==> src/rtl/mouse_device_sm_pkg.sv <==
// Shared PS/2 definitions for the host- and device-side FSMs.
// Contents:
//   ps2_state_e  - device FSM state encodings (also driven onto the debug LEDs)
//   ps2_action_e - action deferred until the command response has been sent
//   Cmd*/Resp*   - PS/2 command and response byte values
//   decode_cmd   - maps a received command byte to its deferred action
//   sat_add      - 9-bit signed saturating accumulate, returns {overflow, sum}
package mouse_device_sm_pkg;

  localparam int unsigned AccW = 9;

  typedef enum logic [3:0] {
    StSelftest = 4'h0,
    StSendAa   = 4'h1,
    StWaitAa   = 4'h2,
    StSendId   = 4'h3,
    StWaitId   = 4'h4,
    StIdle     = 4'h5,
    StSendResp = 4'h6,
    StWaitResp = 4'h7,
    StSendStat = 4'h8,
    StWaitStat = 4'h9,
    StSendDx   = 4'hA,
    StWaitDx   = 4'hB,
    StSendDy   = 4'hC,
    StWaitDy   = 4'hD
  } ps2_state_e;

  typedef enum logic [2:0] {
    ActReset,
    ActGetId,
    ActEnable,
    ActDisable,
    ActResend
  } ps2_action_e;

  localparam logic [7:0] CmdReset       = 8'hFF;
  localparam logic [7:0] CmdEnable      = 8'hF4;
  localparam logic [7:0] CmdDisable     = 8'hF5;
  localparam logic [7:0] CmdDefaults    = 8'hF6;
  localparam logic [7:0] CmdGetId       = 8'hF2;
  localparam logic [7:0] RespAck        = 8'hFA;
  localparam logic [7:0] RespResend     = 8'hFE;
  localparam logic [7:0] RespSelftestOk = 8'hAA;
  localparam logic [7:0] RespDeviceId   = 8'h00;

  function automatic ps2_action_e decode_cmd(logic [7:0] b);
    case (b)
      CmdReset:                return ActReset;
      CmdGetId:                return ActGetId;
      CmdEnable:               return ActEnable;
      CmdDisable, CmdDefaults: return ActDisable;
      default:                 return ActResend;
    endcase
  endfunction

  function automatic logic [AccW:0] sat_add(logic [AccW-1:0] acc, logic [7:0] inc);
    logic signed [AccW:0] sum;
    sum = $signed({acc[AccW-1], acc}) + $signed({{2{inc[7]}}, inc});
    if (sum > 10'sd255) begin
      return {1'b1, 9'h0FF};
    end else if (sum < -10'sd256) begin
      return {1'b1, 9'h100};
    end
    return {1'b0, sum[AccW-1:0]};
  endfunction

endpackage

==> src/rtl/mouse_device_sm_if.sv <==
// Byte-level link between the device FSM and its PS/2 receiver/transmitter.
//   byte_rx/byte_rx_valid/byte_rx_error : received byte, valid pulse, error pulse
//   send_byte/byte_to_send              : one-cycle transmit request and its byte
//   byte_sent                           : transmitter done pulse
// master = device FSM, slave = PS/2 PHY.
interface mouse_device_sm_if;
  logic [7:0] byte_rx;
  logic       byte_rx_valid;
  logic       byte_rx_error;
  logic       send_byte;
  logic [7:0] byte_to_send;
  logic       byte_sent;

  modport master (
    input  byte_rx, byte_rx_valid, byte_rx_error, byte_sent,
    output send_byte, byte_to_send
  );

  modport slave (
    output byte_rx, byte_rx_valid, byte_rx_error, byte_sent,
    input  send_byte, byte_to_send
  );
endinterface

==> src/rtl/mouse_motion_accum.sv <==
// Motion accumulator: sums dx/dy into 9-bit saturating signed accumulators with
// sticky per-axis overflow, latches buttons, and snapshots into packet registers.
//   enable_i     : accept move_valid_i (stream enabled)
//   move_*_i     : motion increment, buttons, event pulse
//   clear_i      : drop all accumulated motion
//   snap_i       : copy accumulators to packet regs and clear them this cycle
//   pending_o    : motion accumulated since last snapshot
//   pkt_*_o      : snapshot contents for the packet being sent
module mouse_motion_accum
  import mouse_device_sm_pkg::*;
(
  input  logic            CLK,
  input  logic            RESET,
  input  logic            enable_i,
  input  logic            move_valid_i,
  input  logic [7:0]      move_dx_i,
  input  logic [7:0]      move_dy_i,
  input  logic [2:0]      buttons_i,
  input  logic            clear_i,
  input  logic            snap_i,
  output logic            pending_o,
  output logic [AccW-1:0] pkt_dx_o,
  output logic [AccW-1:0] pkt_dy_o,
  output logic            pkt_xovf_o,
  output logic            pkt_yovf_o,
  output logic [2:0]      pkt_buttons_o
);

  logic [AccW-1:0] acc_x_q, acc_x_d, acc_y_q, acc_y_d;
  logic [AccW-1:0] pkt_x_q, pkt_x_d, pkt_y_q, pkt_y_d;
  logic            xovf_q, xovf_d, yovf_q, yovf_d, pend_q, pend_d;
  logic            pkt_xovf_q, pkt_xovf_d, pkt_yovf_q, pkt_yovf_d;
  logic [2:0]      btn_q, btn_d, pkt_btn_q, pkt_btn_d;
  logic [AccW:0]   sum_x, sum_y;

  always_comb begin
    acc_x_d    = acc_x_q;
    acc_y_d    = acc_y_q;
    xovf_d     = xovf_q;
    yovf_d     = yovf_q;
    btn_d      = btn_q;
    pend_d     = pend_q;
    pkt_x_d    = pkt_x_q;
    pkt_y_d    = pkt_y_q;
    pkt_xovf_d = pkt_xovf_q;
    pkt_yovf_d = pkt_yovf_q;
    pkt_btn_d  = pkt_btn_q;

    if (snap_i) begin
      pkt_x_d    = acc_x_q;
      pkt_y_d    = acc_y_q;
      pkt_xovf_d = xovf_q;
      pkt_yovf_d = yovf_q;
      pkt_btn_d  = btn_q;
      acc_x_d    = '0;
      acc_y_d    = '0;
      xovf_d     = 1'b0;
      yovf_d     = 1'b0;
      pend_d     = 1'b0;
    end

    // Accumulate on top of the (possibly just cleared) value so a move in the
    // snapshot cycle belongs to the next packet.
    sum_x = sat_add(acc_x_d, move_dx_i);
    sum_y = sat_add(acc_y_d, move_dy_i);
    if (move_valid_i && enable_i) begin
      acc_x_d = sum_x[AccW-1:0];
      acc_y_d = sum_y[AccW-1:0];
      xovf_d  = xovf_d | sum_x[AccW];
      yovf_d  = yovf_d | sum_y[AccW];
      btn_d   = buttons_i;
      pend_d  = 1'b1;
    end

    if (clear_i) begin
      acc_x_d = '0;
      acc_y_d = '0;
      xovf_d  = 1'b0;
      yovf_d  = 1'b0;
      btn_d   = '0;
      pend_d  = 1'b0;
    end
  end

  always_ff @(posedge CLK) begin
    if (RESET) begin
      acc_x_q    <= '0;
      acc_y_q    <= '0;
      xovf_q     <= 1'b0;
      yovf_q     <= 1'b0;
      btn_q      <= '0;
      pend_q     <= 1'b0;
      pkt_x_q    <= '0;
      pkt_y_q    <= '0;
      pkt_xovf_q <= 1'b0;
      pkt_yovf_q <= 1'b0;
      pkt_btn_q  <= '0;
    end else begin
      acc_x_q    <= acc_x_d;
      acc_y_q    <= acc_y_d;
      xovf_q     <= xovf_d;
      yovf_q     <= yovf_d;
      btn_q      <= btn_d;
      pend_q     <= pend_d;
      pkt_x_q    <= pkt_x_d;
      pkt_y_q    <= pkt_y_d;
      pkt_xovf_q <= pkt_xovf_d;
      pkt_yovf_q <= pkt_yovf_d;
      pkt_btn_q  <= pkt_btn_d;
    end
  end

  assign pending_o     = pend_q;
  assign pkt_dx_o      = pkt_x_q;
  assign pkt_dy_o      = pkt_y_q;
  assign pkt_xovf_o    = pkt_xovf_q;
  assign pkt_yovf_o    = pkt_yovf_q;
  assign pkt_buttons_o = pkt_btn_q;

endmodule

==> src/rtl/mouse_device_sm.sv <==
// PS/2 mouse device-side protocol FSM: self-test/ID announce, host command
// handling with FA/FE responses, and 3-byte stream packets.
//   CLK, RESET       : clock, synchronous active-high reset
//   bus (master)     : byte receive/transmit handshake with the PS/2 PHY
//   move_*_i         : motion increment, buttons {middle,right,left}, event pulse
//   stream_enabled_o : data reporting enabled
//   current_state_o  : FSM state code for debug LEDs
module mouse_device_sm
  import mouse_device_sm_pkg::*;
#(
  parameter int unsigned SELFTEST_CYCLES = 500000,
  parameter int unsigned TX_TIMEOUT      = 1000000
) (
  input  logic                     CLK,
  input  logic                     RESET,
  mouse_device_sm_if.master        bus,
  input  logic [7:0]               move_dx_i,
  input  logic [7:0]               move_dy_i,
  input  logic [2:0]               buttons_i,
  input  logic                     move_valid_i,
  output logic                     stream_enabled_o,
  output logic [3:0]               current_state_o
);

  localparam logic [31:0] SelftestLast = 32'(SELFTEST_CYCLES - 1);
  localparam logic [31:0] TimeoutLast  = 32'(TX_TIMEOUT - 1);

  ps2_state_e  state_q, state_d, sent_next;
  ps2_action_e act_q, act_d, cmd_act_q, cmd_act_d, rx_act;
  logic [31:0] cnt_q, cnt_d;
  logic [7:0]  tx_byte_q, tx_byte_d;
  logic        send_q, send_d, stream_q, stream_d;
  logic        cmd_pend_q, cmd_pend_d, resend_q, resend_d;
  logic        rx_evt, wait_st, accum_clr, snap;

  logic            pending;
  logic [AccW-1:0] pkt_dx, pkt_dy;
  logic            pkt_xovf, pkt_yovf;
  logic [2:0]      pkt_btn;

  mouse_motion_accum u_accum (
    .CLK           (CLK),
    .RESET         (RESET),
    .enable_i      (stream_q),
    .move_valid_i  (move_valid_i),
    .move_dx_i     (move_dx_i),
    .move_dy_i     (move_dy_i),
    .buttons_i     (buttons_i),
    .clear_i       (accum_clr),
    .snap_i        (snap),
    .pending_o     (pending),
    .pkt_dx_o      (pkt_dx),
    .pkt_dy_o      (pkt_dy),
    .pkt_xovf_o    (pkt_xovf),
    .pkt_yovf_o    (pkt_yovf),
    .pkt_buttons_o (pkt_btn)
  );

  assign rx_evt = bus.byte_rx_valid | bus.byte_rx_error;
  assign rx_act = bus.byte_rx_error ? ActResend : decode_cmd(bus.byte_rx);

  always_comb begin
    state_d    = state_q;
    cnt_d      = cnt_q;
    send_d     = 1'b0;
    tx_byte_d  = tx_byte_q;
    stream_d   = stream_q;
    act_d      = act_q;
    cmd_pend_d = cmd_pend_q;
    cmd_act_d  = cmd_act_q;
    resend_d   = resend_q;
    accum_clr  = 1'b0;
    snap       = 1'b0;
    wait_st    = 1'b0;
    sent_next  = StIdle;

    // Outside IDLE a command is parked; the newest one overwrites.
    if (rx_evt && state_q != StIdle) begin
      cmd_pend_d = 1'b1;
      cmd_act_d  = rx_act;
    end

    case (state_q)
      StSelftest: begin
        if (cnt_q == SelftestLast) begin
          state_d = StSendAa;
          cnt_d   = '0;
        end else begin
          cnt_d = cnt_q + 32'd1;
        end
      end
      StSendAa: begin
        send_d    = 1'b1;
        tx_byte_d = RespSelftestOk;
        cnt_d     = '0;
        state_d   = StWaitAa;
      end
      StSendId: begin
        send_d    = 1'b1;
        tx_byte_d = RespDeviceId;
        cnt_d     = '0;
        state_d   = StWaitId;
      end
      StSendResp: begin
        send_d    = 1'b1;
        tx_byte_d = (act_q == ActResend) ? RespResend : RespAck;
        cnt_d     = '0;
        state_d   = StWaitResp;
      end
      StSendStat: begin
        send_d    = 1'b1;
        tx_byte_d = {pkt_yovf, pkt_xovf, pkt_dy[AccW-1], pkt_dx[AccW-1], 1'b1, pkt_btn};
        cnt_d     = '0;
        state_d   = StWaitStat;
      end
      StSendDx: begin
        send_d    = 1'b1;
        tx_byte_d = pkt_dx[7:0];
        cnt_d     = '0;
        state_d   = StWaitDx;
      end
      StSendDy: begin
        send_d    = 1'b1;
        tx_byte_d = pkt_dy[7:0];
        cnt_d     = '0;
        state_d   = StWaitDy;
      end
      StWaitAa:   begin wait_st = 1'b1; sent_next = StSendId;   end
      StWaitId:   begin wait_st = 1'b1; sent_next = StIdle;     end
      StWaitStat: begin wait_st = 1'b1; sent_next = StSendDx;   end
      StWaitDx:   begin wait_st = 1'b1; sent_next = StSendDy;   end
      StWaitDy:   begin wait_st = 1'b1; sent_next = StIdle;     end
      StWaitResp: begin
        wait_st = 1'b1;
        case (act_q)
          ActReset:  sent_next = StSelftest;
          ActGetId:  sent_next = StSendId;
          default:   sent_next = StIdle;
        endcase
        if (bus.byte_sent) begin
          case (act_q)
            ActReset, ActDisable: begin
              stream_d  = 1'b0;
              accum_clr = 1'b1;
              resend_d  = 1'b0;
            end
            ActEnable: stream_d = 1'b1;
            default: ;
          endcase
        end
      end
      StIdle: begin
        if (cmd_pend_q) begin
          act_d      = cmd_act_q;
          cmd_pend_d = rx_evt;
          cmd_act_d  = rx_evt ? rx_act : cmd_act_q;
          state_d    = StSendResp;
        end else if (rx_evt) begin
          act_d   = rx_act;
          state_d = StSendResp;
        end else if (stream_q && (pending || resend_q)) begin
          // A timed-out packet is resent from the held snapshot; fresh motion
          // stays in the accumulator for the following packet.
          snap     = ~resend_q;
          resend_d = 1'b0;
          state_d  = StSendStat;
        end
      end
      default: begin
        state_d = StSelftest;
        cnt_d   = '0;
      end
    endcase

    if (wait_st) begin
      if (bus.byte_sent) begin
        state_d = sent_next;
        cnt_d   = '0;
      end else if (cnt_q == TimeoutLast) begin
        state_d = StIdle;
        cnt_d   = '0;
        if (state_q inside {StWaitStat, StWaitDx, StWaitDy}) resend_d = 1'b1;
      end else begin
        cnt_d = cnt_q + 32'd1;
      end
    end
  end

  always_ff @(posedge CLK) begin
    if (RESET) begin
      state_q    <= StSelftest;
      cnt_q      <= '0;
      send_q     <= 1'b0;
      tx_byte_q  <= 8'h00;
      stream_q   <= 1'b0;
      act_q      <= ActResend;
      cmd_pend_q <= 1'b0;
      cmd_act_q  <= ActResend;
      resend_q   <= 1'b0;
    end else begin
      state_q    <= state_d;
      cnt_q      <= cnt_d;
      send_q     <= send_d;
      tx_byte_q  <= tx_byte_d;
      stream_q   <= stream_d;
      act_q      <= act_d;
      cmd_pend_q <= cmd_pend_d;
      cmd_act_q  <= cmd_act_d;
      resend_q   <= resend_d;
    end
  end

  assign bus.send_byte     = send_q;
  assign bus.byte_to_send  = tx_byte_q;
  assign stream_enabled_o  = stream_q;
  assign current_state_o   = state_q;

endmodule

==> src/flat_wrapper.sv <==
// flat-port wrapper written by rule: the top's interface ports become plain ports
module mouse_device_sm_flat import mouse_device_sm_pkg::*;
#(
  parameter int unsigned SELFTEST_CYCLES = 500000,
  parameter int unsigned TX_TIMEOUT      = 1000000
)
  (CLK, RESET, move_dx_i, move_dy_i, buttons_i, move_valid_i, stream_enabled_o, current_state_o, bus_byte_rx, bus_byte_rx_valid, bus_byte_rx_error, bus_byte_sent, bus_send_byte, bus_byte_to_send);
  mouse_device_sm_if bus_i ();
  input  logic CLK;
  input  logic RESET;
  input  logic [7:0] move_dx_i;
  input  logic [7:0] move_dy_i;
  input  logic [2:0] buttons_i;
  input  logic move_valid_i;
  output logic stream_enabled_o;
  output logic [3:0] current_state_o;
  input wire logic [$bits(bus_i.byte_rx)-1:0] bus_byte_rx;
  input wire logic [$bits(bus_i.byte_rx_valid)-1:0] bus_byte_rx_valid;
  input wire logic [$bits(bus_i.byte_rx_error)-1:0] bus_byte_rx_error;
  input wire logic [$bits(bus_i.byte_sent)-1:0] bus_byte_sent;
  output wire logic [$bits(bus_i.send_byte)-1:0] bus_send_byte;
  output wire logic [$bits(bus_i.byte_to_send)-1:0] bus_byte_to_send;
  assign bus_i.byte_rx = bus_byte_rx;
  assign bus_i.byte_rx_valid = bus_byte_rx_valid;
  assign bus_i.byte_rx_error = bus_byte_rx_error;
  assign bus_i.byte_sent = bus_byte_sent;
  assign bus_send_byte = bus_i.send_byte;
  assign bus_byte_to_send = bus_i.byte_to_send;
  mouse_device_sm #(.SELFTEST_CYCLES(SELFTEST_CYCLES), .TX_TIMEOUT(TX_TIMEOUT)) u_core (.CLK(CLK), .RESET(RESET), .bus(bus_i), .move_dx_i(move_dx_i), .move_dy_i(move_dy_i), .buttons_i(buttons_i), .move_valid_i(move_valid_i), .stream_enabled_o(stream_enabled_o), .current_state_o(current_state_o));
endmodule
==> config.mk <==
export PLATFORM = sky130hd
export DESIGN_NAME = mouse_device_sm_flat
export DESIGN_NICKNAME = d
export VERILOG_FILES = /design/src/rtl/mouse_device_sm_pkg.sv /design/src/rtl/mouse_device_sm_if.sv /design/src/rtl/mouse_motion_accum.sv /design/src/rtl/mouse_device_sm.sv /design/src/flat_wrapper.sv
export SDC_FILE = /design/constraint.sdc
export NUM_CORES = 1
export LEC_CHECK = 0
export CELL_PAD_IN_SITES_DETAIL_PLACEMENT = 2
export CELL_PAD_IN_SITES_GLOBAL_PLACEMENT = 2
export CORE_UTILIZATION = 32
export DETAILED_ROUTE_END_ITERATION = 6
export PLACE_DENSITY = 0.77
export SETUP_SLACK_MARGIN = 0.3
export SLEW_MARGIN = 0
export SYNTH_ARGS = -nofsm -noshare
export SYNTH_HDL_FRONTEND = slang
export SYNTH_HIERARCHICAL = 1
export SYNTH_SLANG_ARGS = --single-unit
==> constraint.sdc <==
create_clock -name CLK -period 4.1 [get_ports CLK]
set_clock_uncertainty 0.2 [all_clocks]
set_input_delay 1.23 -clock CLK [delete_from_list [all_inputs] [get_ports CLK]]
set_output_delay 1.23 -clock CLK [all_outputs]
set_load 0.005 [all_outputs]
==> metrics.md, run 1 <==
| Metric | Value |
|---|---|
| Post-synthesis sequential area ratio | 33.42% |
| Die Height | 139.5 um |
| Antenna Violating Nets Remaining | 0 |
| Synth-to-layout area growth | 33.61% |
| Num CTS Buffers | 9 |
| Synth area leaders | dfxtp_1 33%, mux2i_1 5.6%, nor2_1 4.9% |
| Final setup viols | 0 |
| Max cap viols | 0 |
| Worst-Margin Slew | 0.7493 ns |
| Endpoint, Worst Hold | u_core/u_accum/btn_q[2] |
| CP Capture Type | flop |
| RR Startpoint | u_core/resend_q |
| Routed length per placed instance | 23.52 um |
| Power, Total | 2.801 mW |
| RR Endpoint | u_core/u_accum/acc_x_q[6] |
| Max incr delay on CP | 0.39 ns |
| GRT Residual Overflow | 0 |
| Crit share post-route | 98.61% |
| RSZ-0062 raised after global routing | yes |
| Commonest cells in the synthesized netlist | 101 x dfxtp_1, 79 x nor2_1, 55 x nand2_1, 54 x a21oi_1, 41 x o21ai_0 |
| Post-synth EDFFs | 0 |
| Synth top area share | 33.42% |
| DRT Pass-1 Iters | 4 |
| Crit-path cells | buf_6 -> or3_4 -> nor4_4 -> buf_6 -> buf_6 -> nor2b_4 -> ha_4 -> inv_2 -> fa_2 -> nor2b_4 -> o31a_1 -> o21ai_4 -> xnor2_4 -> buf_6 -> buf_6 -> o211ai_2 -> nand3_1 |
| DR vias | 6107 |
| Max clock buf depth | 2 |
| Net Sw Power | 992.0 uW |
| Initial DRC Count | 260 |
| Prevailing post-synth register cell | dfxtp_1 |
| Gate count after technology mapping | 726 |
| Layout net count | 894 |
| Sequential cell fraction of total power | 38.9% |
| Worst-skew pair later-pin latency | 0.35 ns |
| DP HPWL | 16220 um |
| Root buf cell | clkbuf_16 |
| First-pass GRT wire length | 37090 um |
| Yosys top cell by area | dfxtp_1 |
| Sw frac | 35.41% |
| Mapped cell area | 6050 um2 |
| Int Power | 1.809 mW |
| Fin crit period | 4.043 ns |
| WHS Path Cells | 2 |
| # DRC | 0 |
| Placer Congestion | 0.8554 |
| Die W | 139.5 um |
| CP Data Required Time | 4.14 ns |
| I/O pins | 47 |
| Post-DR vias/cell | 5.686 |
| Worst R2R Path Depth | 16 |
| Hold Crit Class | flop to flop |
| Core Region | 18270 um2 |
| Post-Syn Area per Cell | 8.333 um2 |
| Clock sinks | 101 |
| All-layer global routing usage | 24.33% |
| Combinational share of power | 31.7% |
| Final Max Slew Viols | 0 |
| Hold Path Origin | u_core/u_accum/btn_q[2] |
| Final cell utilization of the core | 44.24% |
| Layout cell share with drive strength beyond 1 | 25.92% |
| Slowest cell on crit path | or3_4 |
| Status | completed |
| Critical path launch point type | primary input |
| Initial core utilization | 33.11% |
| Largest net degree at the start of global routing | 32 |
| Pwr dens | 346.6 nW/um2 |
| Fmax | 0.2473 GHz |
| Reg-to-reg slack, setup | 0.54 ns |
| Ys async rst share | 0% |
| Leak | 2.945 nW |
| Input/output buffers | 46 |
| Slew margin rel. | 49.66% |
| Crit path launch | bus_byte_rx_valid |
| Arr. time, crit path | 4.08 ns |
| DRT Wirelength | 25260 um |
| CTS tree | built |
| Placement Rows | 49 |
| Initial antenna violation count | 0 |
| Die area | 19460 um2 |
| Place WS | -0.7026 ns |
| Clk pwr share | 29.4% |
| Max IR drop VDD | 0.1754 mV |
| Synth Warn # | 6 |
| Worst-path clk slew | 0.07 ns |
| Count leader, synth | dfxtp_1 |
| Antenna diodes | 0 |
| Flops & latches, synth | 101 |
| Final WS setup | 0.05679 ns |
| Final hold violations | 0 |
| Vias in the first global route | 6824 |
| Number of library cell types mapped by synthesis | 78 |
| Synth Net Count | 780 |
| H-tree Lvls | 3 |
| Worst Path Class, Setup | primary input to flop |
| Crit Path Max Fanout | 5 |
| Critical path's most frequent cell | buf_6 |
metal layers:
layer / wire length, um / track usage (%) / part of all wire [%]
met1: 10270 / 27.57 / 41
met2: 13630 / 46.97 / 54
met3: 662 / 3.063 / 2.6
met4: 706 / 7.193 / 2.8
met5: 0 / 0 / 0
metrics by stage:
step / hold slack (ns) / instance area [um2] / cells / setup TNS [ns]
after floorplan: 0.2251 / 6143 / 726 / 0
after global placement: 0.2394 / 7082 / 1018 / -7.631
after detailed placement: 0.2662 / 7082 / 1018 / -11.64
after CTS: 0.2770 / 7775 / 1058 / 0
after global routing: 0.2927 / 8083 / 1074 / -0.05124
final: 0.2765 / 8083 / 1074 / 0
critical path: cells and delay by family:
family / cells / cell delay (ns)
compound gates: 3 / 0.69
xor+xnor: 1 / 0.17
fa+ha+maj: 2 / 0.40
buf+inv: 6 / 0.71
simple gates: 5 / 0.86
cells in the final DEF, fill, tap and decap left out, types with 13 or more instances in the layout:
cell / instances
a21oi_1: 44
buf_4: 75
buf_6: 19
clkdlybuf4s50_1: 43
dfxtp_1: 101
inv_1: 13
mux2i_1: 34
nand2_1: 54
nand3_1: 18
nand4_1: 13
nor2_1: 76
nor2_2: 22
nor2b_1: 18
nor3_1: 17
o211ai_1: 13
o21ai_0: 33
xnor2_1: 24
state kept, by name (all words and copies together), names as in the netlist, 3 cells and up:
register / flops
u_core/u_accum/acc_y_q: 9
u_core/u_accum/btn_q: 3
u_core/bus.byte_to_send: 8
u_core/u_accum/pkt_dx_o: 9
u_core/cnt_q: 32
u_core/current_state_o: 4
u_core/u_accum/pkt_buttons_o: 3
u_core/act_q: 3
u_core/u_accum/acc_x_q: 9
u_core/u_accum/pkt_dy_o: 9
u_core/cmd_act_q: 3
logic make-up (layout without fill, tap and decap cells):
| family | count (synthesis) | in the layout | synth area share (%) |
|---|---|---|---|
| AND/OR/NAND/NOR | 288 | 288 | 25.48 |
| XOR/XNOR | 35 | 35 | 5.067 |
| adder cells (fa/ha/maj) | 21 | 21 | 4.592 |
| buffers and inverters | 55 | 173 | 4.426 |
| AO/OA/AOI/OAI | 189 | 190 | 20.83 |
| flip-flops | 101 | 101 | 33.42 |
| multiplexers | 37 | 37 | 6.184 |
power groups by stage:
stage | combinational [mW] | sequential (mW) | clock (mW)
after floorplan | 0.548 | 1.10 | 0
after CTS | 0.861 | 1.09 | 0.846
after detailed placement | 0.832 | 1.11 | 0
final | 0.889 | 1.09 | 0.823
after global routing | 0.953 | 1.10 | 0.888
after global placement | 0.789 | 1.11 | 0
what timing repair did:
item / in CTS / in global routing
endpoints found under the setup margin: 20 / 20
hold buffers: 0 / 0
pin swaps: 44 / 36
gates resized for setup: 59 / 41
gates cloned: 2 / 1
buffers inserted: 22 / 15
cell type report:
class | count | area, um2
Clock buffer | 11 | 242.7
Clock inverter | 5 | 35.03
Fill cell | 2014 | 10190
Inverter | 16 | 60.06
Multi-Input combinational cell | 571 | 4169
Sequential cell | 101 | 2022
Tap cell | 229 | 286.5
Timing Repair Buffer | 141 | 1267
how the worst max path moves through the flow:
stage,end,slack (ns),cells past startpoint
6_report,u_core/u_accum/acc_y_q[5],0.06,17
3_5_place_dp,u_core/u_accum/xovf_q,-0.70,14
3_3_place_gp,u_core/u_accum/xovf_q,-0.43,14
5_1_grt,u_core/u_accum/acc_x_q[6],-0.04,17
4_1_cts,u_core/u_accum/acc_y_q[1],0.13,15
2_1_floorplan,u_core/u_accum/xovf_q,0.13,15
Note: power is estimated with default switching activity, not from simulation.
==> run 2, diff against run 1 <==
--- a/config.mk
+++ b/config.mk
@@ -9,7 +9,8 @@
 export CELL_PAD_IN_SITES_GLOBAL_PLACEMENT = 2
 export CORE_UTILIZATION = 32
 export DETAILED_ROUTE_END_ITERATION = 6
-export PLACE_DENSITY = 0.77
+export GPL_TIMING_DRIVEN = 0
+export PLACE_DENSITY = 0.74
 export SETUP_SLACK_MARGIN = 0.3
 export SLEW_MARGIN = 0
 export SYNTH_ARGS = -nofsm -noshare
==> metrics.md, run 2 (synthesized netlist as in run 1, its figures left out) <==
| Metric | Value |
|---|---|
| Worst-path clk slew | 0.07 ns (about the same) |
| DR vias | 5812 (-4.8%) |
| I/O pins | 47 (unchanged) |
| Fin crit period | 3.933 ns (-0.1098 ns) |
| Status | completed |
| Final cell utilization of the core | 42.52% (-1.7 points) |
| Critical path launch point type | primary input |
| CP Capture Type | flop |
| Max clock buf depth | 2 (unchanged) |
| Post-route cell area | 7769 um2 (-3.9%) |
| Worst-Margin Slew | 0.7304 ns (-0.01887 ns) |
| Register name with the most flops | u_core/cnt_q |
| RR Startpoint | u_core/current_state_o[3] |
| RR Endpoint | u_core/u_accum/acc_y_q[6] |
| Seq. cell area | 2022 um2 (unchanged) |
| H-tree Lvls | 3 (unchanged) |
| Pwr dens | 373.4 nW/um2 (+7.7%) |
| Crit Path Max Fanout | 5 (unchanged) |
| DRT Wirelength | 21510 um (-15%) |
| Reg-to-reg slack, setup | 0.35 ns (-0.19 ns) |
| CP Data Required Time | 4.17 ns (+0.03 ns) |
| Max IR drop VDD | 0.2106 mV (+20%) |
| Area of the multi-input gates | 4116 um2 (-1.3%) |
| Crit share post-route | 95.94% (-2.7 points) |
| Final hold violations | 0 (unchanged) |
| Num CTS Buffers | 9 (unchanged) |
| Cts hold-fix bufs | 0 (unchanged) |
| Endpoint, Worst Hold | u_core/u_accum/btn_q[1] |
| Met1 wire length | 9418 um (-8.3%) |
| Final setup viols | 0 (unchanged) |
| Fmax | 0.2542 GHz (+2.8%) |
| WHS Path Cells | 2 (unchanged) |
| RSZ-0062 raised after global routing | yes |
| Die Height | 139.5 um (unchanged) |
| All-layer global routing usage | 22.28% (-2.0 points) |
| Input/output buffers | 44 (-4.3%) |
| Placed inst area | 6870 um2 (-3.0%) |
| GRT Residual Overflow | 0 (unchanged) |
| Synth-to-layout area growth | 28.42% |
| DRT Pass-1 Iters | 4 (unchanged) |
| Initial core utilization | 33.11% (unchanged) |
| Post-DR vias/cell | 5.551 (-2.4%) |
| DP HPWL | 15790 um (-2.7%) |
| CTS tree | built |
| Initial antenna violation count | 0 (unchanged) |
| Antenna Violating Nets Remaining | 0 (unchanged) |
| Clock sinks | 101 (unchanged) |
| Metal3 WL | 429 um (-35%) |
| Highest metal used | met4 |
| Hold Path Origin | u_core/u_accum/btn_q[1] |
| Slew margin rel. | 50.93% (+1.3 points) |
| Leak | 2.748 nW (-6.7%) |
| Arr. time, crit path | 4.00 ns (-0.08 ns) |
| Root buf cell | clkbuf_16 |
| Routed length per placed instance | 20.54 um (-13%) |
| Hold Crit Class | flop to flop |
| Worst-skew pair later-pin latency | 0.35 ns (about the same) |
| Layout cell share with drive strength beyond 1 | 20.29% (-5.6 points) |
| Max cap viols | 0 (unchanged) |
| Die W | 139.5 um (unchanged) |
| Initial DRC Count | 202 (-22%) |
| Max FFs per register | 32 (unchanged) |
| Placer Congestion | 0.8570 (+0.19%) |
| First-pass GRT wire length | 33980 um (-8.4%) |
| # DRC | 0 (unchanged) |
| Power, Total | 2.901 mW (+3.6%) |
| Worst R2R Path Depth | 14 (-2) |
| Number of fill cells | 2009 (-0.25%) |
| Layout net count | 868 (-2.9%) |
| Worst Path Class, Setup | primary input to flop |
| Placement Rows | 49 (unchanged) |
| Vias in the first global route | 6312 (-7.5%) |
| Core Region | 18270 um2 (unchanged) |
| Crit path launch | bus_byte_rx_error |
| Antenna diodes | 0 (unchanged) |
| Commonest non-fill, non-tap cell in the layout | dfxtp_1 |
| Largest net degree at the start of global routing | 16 (-50%) |
| Met2 wire len | 11330 um (-17%) |
| Most frequent cells in the layout | 101 x dfxtp_1, 77 x nor2_1, 54 x nand2_1 |
| Final Max Slew Viols | 0 (unchanged) |
| Die area | 19460 um2 (unchanged) |
-- run 2: cell count changes in the layout (fill, tap and decap cells not counted), moves of 3 or more --
cell      before  now
buf_4         75   32
clkbuf_1       1   17
buf_6         19   10
buf_2          1    7
nor2b_1       18   22
nor2b_2        5    1
ha_1          11   14
o21ai_2       10    7
-- run 2: layout make-up --
cell class	instances	area share (%)
multi-input cells	571	52.99
flip-flops and latches	101	26.03
repair buffers	76	9.148
well taps	229	3.688
plain buffers	39	3.318
clock buffers	11	3.124
clock inverters	4	0.9341
inverters	16	0.7731
-- run 2: per-layer routing --
layer  vias to the layer above  global-route usage, %
met2                        69                  41.71
li1                       2787                      -
met3                        23                  2.374
met4                         0                  6.140
met5                         -                      0
met1                      2933                  26.73
-- run 2: worst max-delay path by stage --
stage	to	slack (ns)	cells after the start
6_report	u_core/u_accum/acc_y_q[6]	0.17	14
5_1_grt	u_core/u_accum/acc_y_q[6]	0.05	14
4_1_cts	u_core/u_accum/acc_x_q[7]	0.20	16
3_5_place_dp	u_core/u_accum/acc_x_q[7]	-1.10	16
3_3_place_gp	u_core/u_accum/acc_x_q[4]	-0.99	15
2_1_floorplan	u_core/u_accum/xovf_q	0.13	15
-- run 2: metrics by stage --
stage / setup TNS [ns] / hold WS (ns) / instances / worst slack [ns]
2_1_floorplan: 0 / 0.2251 / 726 / 0.1254
3_3_place_gp: -17.68 / 0.2391 / 999 / -0.9873
6_report: 0 / 0.2728 / 1047 / 0.1666
3_5_place_dp: -19.05 / 0.2653 / 999 / -1.099
5_1_grt: 0 / 0.3018 / 1047 / 0.05224
4_1_cts: 0 / 0.2752 / 1039 / 0.1965
-- run 2: worst max-delay path: stages --
cell and delay, ns:
buf_8 0.09, or3_4 0.40, nor4_4 0.19, buf_6 0.17
buf_6 0.11, nor2b_1 0.08, ha_1 0.35, nor2b_4 0.15
o31a_1 0.33, o21ai_4 0.24, xnor2_4 0.18, buf_6 0.18
nor2_2 0.06, o211ai_1 0.21
-- run 2: power by group --
group	internal [mW]	switching, mW	leakage (nW)
registers	1.03	0.0570	0.815
logic	0.355	0.522	1.78
clock network	0.548	0.385	0.152
total	1.94	0.964	2.75
-- run 2: what timing repair did --
action | CTS | global route
endpoints found under the setup margin | 20 | 19
cloned | 2 | 0
buffers inserted | 23 | 8
resized for setup | 45 | 29
pin swaps | 28 | 30
==> run 3, diff against run 2 <==
--- a/config.mk
+++ b/config.mk
@@ -7,6 +7,7 @@
 export LEC_CHECK = 0
 export CELL_PAD_IN_SITES_DETAIL_PLACEMENT = 2
 export CELL_PAD_IN_SITES_GLOBAL_PLACEMENT = 2
+export CORE_MARGIN = 1
 export CORE_UTILIZATION = 32
 export DETAILED_ROUTE_END_ITERATION = 6
 export GPL_TIMING_DRIVEN = 0
==> results of run 3 <==
The final DEF is identical to that of run 2; final timing and power are the same.
